`src/rtl/digi_cmp_defs.sv`:
```
// Shared definitions for the sequential digit-serial magnitude comparator.
// Holds the FSM encoding and the chunk-count / index-width helpers.
package digi_cmp_defs;

    typedef enum logic [1:0] {
        IDLE = 2'd0,
        CMP  = 2'd1,
        DONE = 2'd2
    } state_t;

    function automatic int nchunk(input int width, input int chunk);
        return width / chunk;
    endfunction

    // Index counter needs at least one bit even for a single chunk
    function automatic int idx_w(input int n);
        return (n > 1) ? $clog2(n) : 1;
    endfunction

endpackage

```
`src/rtl/digi_cmp_chunk.sv`:
```
// Combinational CHUNK-bit unsigned comparator for one digit.
module digi_cmp_chunk #(
    parameter int CHUNK = 4
) (
    input  logic [CHUNK-1:0] x,
    input  logic [CHUNK-1:0] y,
    output logic             c_lt,
    output logic             c_eq,
    output logic             c_gt
);

    assign c_lt = (x < y);
    assign c_eq = (x == y);
    assign c_gt = (x > y);

endmodule

```
`src/rtl/digi_cmp_seq.sv`:
```
// Multi-cycle magnitude comparator: one CHUNK-bit digit per cycle, MSB first,
// stopping at the first differing digit. Signed mode uses offset-binary mapping.
module digi_cmp_seq
    import digi_cmp_defs::*;
#(
    parameter int WIDTH  = 16,
    parameter int CHUNK  = 4,
    parameter int NCHUNK = WIDTH / CHUNK
) (
    input  logic             clk,
    input  logic             rst_n,
    input  logic             start,
    input  logic [WIDTH-1:0] a,
    input  logic [WIDTH-1:0] b,
    input  logic             signed_mode,
    output logic             busy,
    output logic             done,
    output logic             lt,
    output logic             gt,
    output logic             eq
);

    localparam int IW = idx_w(nchunk(WIDTH, CHUNK));

    generate
        if ((WIDTH < CHUNK) || (WIDTH % CHUNK != 0)) begin : g_bad_params
            $fatal(1, "digi_cmp_seq: WIDTH must be a multiple of CHUNK");
        end
    endgenerate

    state_t           state;
    state_t           state_nxt;
    logic [WIDTH-1:0] a_r;
    logic [WIDTH-1:0] b_r;
    logic [IW-1:0]    idx;
    logic [31:0]      base;
    logic [WIDTH-1:0] flip;
    logic             last;
    logic             c_lt;
    logic             c_eq;
    logic             c_gt;

    assign base = 32'(idx) * 32'(CHUNK);
    assign last = (idx == '0);
    assign flip = signed_mode ? {1'b1, {(WIDTH-1){1'b0}}} : '0;

    digi_cmp_chunk #(.CHUNK(CHUNK)) u_chunk (
        .x    (a_r[base +: CHUNK]),
        .y    (b_r[base +: CHUNK]),
        .c_lt (c_lt),
        .c_eq (c_eq),
        .c_gt (c_gt)
    );

    always_ff @(posedge clk or negedge rst_n) begin
        if (!rst_n) begin
            state <= IDLE;
        end else begin
            state <= state_nxt;
        end
    end

    always_comb begin
        state_nxt = state;
        unique case (state)
            IDLE:    if (start) state_nxt = CMP;
            CMP:     if (!c_eq || last) state_nxt = DONE;
            DONE:    state_nxt = IDLE;
            default: state_nxt = IDLE;
        endcase
    end

    always_comb begin
        busy = (state == CMP);
        done = (state == DONE);
    end

    // Result flags hold through IDLE until the next accepted start
    always_ff @(posedge clk or negedge rst_n) begin
        if (!rst_n) begin
            a_r <= '0;
            b_r <= '0;
            idx <= '0;
            lt  <= 1'b0;
            gt  <= 1'b0;
            eq  <= 1'b0;
        end else begin
            if (state == IDLE && start) begin
                a_r <= a ^ flip;
                b_r <= b ^ flip;
                idx <= IW'(NCHUNK - 1);
                lt  <= 1'b0;
                gt  <= 1'b0;
                eq  <= 1'b0;
            end else if (state == CMP) begin
                if (c_lt) begin
                    lt <= 1'b1;
                end else if (c_gt) begin
                    gt <= 1'b1;
                end else if (last) begin
                    eq <= 1'b1;
                end else begin
                    idx <= idx - 1'b1;
                end
            end
        end
    end

endmodule
```
`config.mk`:
```
export PLATFORM = sky130hd
export DESIGN_NAME = digi_cmp_seq
export DESIGN_NICKNAME = d
export VERILOG_FILES = /design/src/rtl/digi_cmp_defs.sv /design/src/rtl/digi_cmp_chunk.sv /design/src/rtl/digi_cmp_seq.sv
export SDC_FILE = /design/constraint.sdc
export NUM_CORES = 1
export LEC_CHECK = 0
export CORE_MARGIN = 4
export CORE_UTILIZATION = 54
export DETAILED_ROUTE_END_ITERATION = 7
export PLACE_DENSITY = 0.85
export SLEW_MARGIN = 20
export SYNTH_ARGS = -nofsm -noshare
export SYNTH_HDL_FRONTEND = slang
export SYNTH_HIERARCHICAL = 1
export SYNTH_SLANG_ARGS = --single-unit
```
`constraint.sdc`:
```
create_clock -name clk -period 4.3 [get_ports clk]
set_input_delay 0.645 -clock clk [delete_from_list [all_inputs] [get_ports clk]]
set_output_delay 0.645 -clock clk [all_outputs]
set_load 0.01 [all_outputs]
```
==> metrics <==
First-pass DRT Iterations=3; Tot GR Track Use=0.1743; sequential area share after synthesis=0.5245; most frequent cells in the layout=39 x dfrtp_1, 39 x clkdlybuf4s50_1, 28 x mux2_2; die area=0.004448 mm^2; fmax=359.1 MHz; Die Ht=66.70 um; kind of end point of the critical path=flop; worst-skew pair later-pin latency=0.35 ns; area post-placement=0.002267 mm^2; Layout Nets=210; post-synth top area cell=dfrtp_1; clk root buf=clkbuf_4; total gr overflow=0; Hold Path Class=input port to asynchronous set/reset pin; Max clock buf depth=2; remaining antenna violation count after routing=0; Num CTS Buffers=5; RSZ-0062 raised after global routing=false; I/O pin total=41; post-route core utilization=0.6918; Post-Syn Nets=168; clk_skew=0.01096 ns; residual DRC count=0; P_leak=0.9767 nW; core box area=0.003337 mm^2; Synth area leaders=dfrtp_1 52%, mux2_2 17%, mux4_2 9.7%, ha_1 3.4%, a21oi_1 1.9%; Tcrit/Tclk final=0.6476; pin count of the biggest net entering global routing=41; Post-CTS Hold Fix Bufs=0; MaxCap Viol Count=0; Cell Area, Synth=0.001861 mm^2; Slew @ Worst Pin=0.8382 ns; worst hold slack=0.3863 ns; share of cells above drive strength 1=0.2917; PostCTS Resize Cnt=0; Synth cell types=24; H-tree depth=2; CTS tree=built; Post-Place Worst Slack=1.480 ns; Initial Util=0.5576; CP Data Arrival Time=3.00 ns; crit path kind=flop to flop; fin area=0.002308 mm^2; Area Overhead vs Synth=24.08%; final slew viol count=0; Power Density=702.4 mW/mm^2; synthesized area per cell=14.65 um^2; share of the synthesized area in the top cell type=0.5245; Fin. Hold Viols=0; DRT iter0 DRCs=70; HPWL after DPL=2452 um; cell count after synthesis=127; Worst Path Required=4.52 ns; outcome=finished, final reports clean; Setup violations, final=0; crit path time final=2.785 ns; first-pass GRT wire length=5651 um; Sinks on Clock Net=39; drt wl/cell=15.45 um; #FFs+latches synth=39; Horiz. Die Dim=66.70 um; Clock transition at path regs=0.11 ns; CP startpoint kind=flop; Setup TNS Final=0 ns; Yosys warning total=6; Post-CTS Setup Repair Bufs=0; DRT Wirelength=3306 um; Antenna diodes=0; input/output buffers=40; row count=21; vias per inst=5.290; initial antenna violation count=0; post-route setup slack=1.515 ns; vias in the first global route=1,262; Worst slew margin=0.4412; worst-path maximum fanout=11; Peak VDD IR=0.2770 mV; routability congestion estimate=0.7486; routed via count=1,132
==> through the flow <==
stage	power [mW]	instances
floorplan	1.296	127
global placement	1.431	208
detailed placement	1.475	208
CTS	1.643	214
global route	1.767	214
finish	1.622	214
==> cell families (layout without fill, tap and decap cells) <==
family	count (synthesis)	after routing	share of synthesized area
adders and majority gates	5	5	0.03362
DFF	39	39	0.5245
buffers and inverters	14	55	0.04505
muxes	38	38	0.2784
AOI/OAI and AO/OA	14	14	0.05380
xor gates and xnor gates	2	2	0.009417
and+or+nand+nor	15	15	0.05514
==> worst paths after layout <==
path	slack, ns	start	end	depth (start not counted)
max	1.52	idx[0]	idx[0]	8
min	0.39	rst_n	gt	1
max reg2reg	1.52	idx[0]	idx[0]	8
min reg2reg	0.51	a_r[10]	a_r[10]	1
max in group asynchronous	3.38	rst_n	a_r[11]	1
min in group clk	0.51	a_r[10]	a_r[10]	1
==> state kept, by name, indices dropped and copies added (netlist names) <==
signal,flops
a_r,16
b_r,16
eq,1
gt,1
idx,2
lt,1
state,2
==> synth_stat cells <==
| master | n |
|---|---|
| a21boi_0 | 1 |
| mux2_2 | 28 |
| o21bai_4 | 1 |
| nor2b_4 | 1 |
| a21oi_1 | 7 |
| dfrtp_1 | 39 |
| mux2_1 | 2 |
| a31oi_1 | 1 |
| a31o_2 | 1 |
| nor4b_2 | 1 |
| buf_4 | 2 |
| nor3b_4 | 1 |
| nor2b_1 | 2 |
| nand2_1 | 2 |
| buf_2 | 1 |
| nor2_1 | 6 |
| a211oi_1 | 2 |
| a21oi_2 | 1 |
| xnor2_1 | 2 |
| ha_1 | 5 |
| inv_1 | 8 |
| mux4_2 | 8 |
| and2_1 | 2 |
| buf_6 | 3 |
==> report_power, final <==
group	switching (mW)	internal, mW	total (mW)
clock	0.108	0.0582	0.166
sequential	0.126	0.544	0.670
combinational	0.314	0.471	0.785
==> critical path, cell delays in order (launching register included) <==
cell and delay, ns:
dfrtp_1 0.72, mux4_2 0.57, ha_1 0.30, nand2_1 0.07
o21bai_4 0.18, and2_1 0.17, nor4b_2 0.38, and2_1 0.20
a21oi_1 0.07
==> layer usage <==
layer / vias up / part of all wire / global-route usage
li1: 540 / - / -
met1: 560 / 0.40 / 0.2119
met2: 24 / 0.53 / 0.2834
met3: 8 / 0.043 / 0.04047
met4: 0 / 0.024 / 0.09898
met5: - / 0 / 0
==> area by class of cell <==
cell class	instances	area [um^2]
inverters	8	30.03
fillers	259	1028
repair buffers	41	402.9
clock buffers	6	41.29
flip-flops and latches	39	975.9
multi-input cells	74	800.8
well taps	46	57.56
Note: power is estimated with default switching activity, not from simulation.
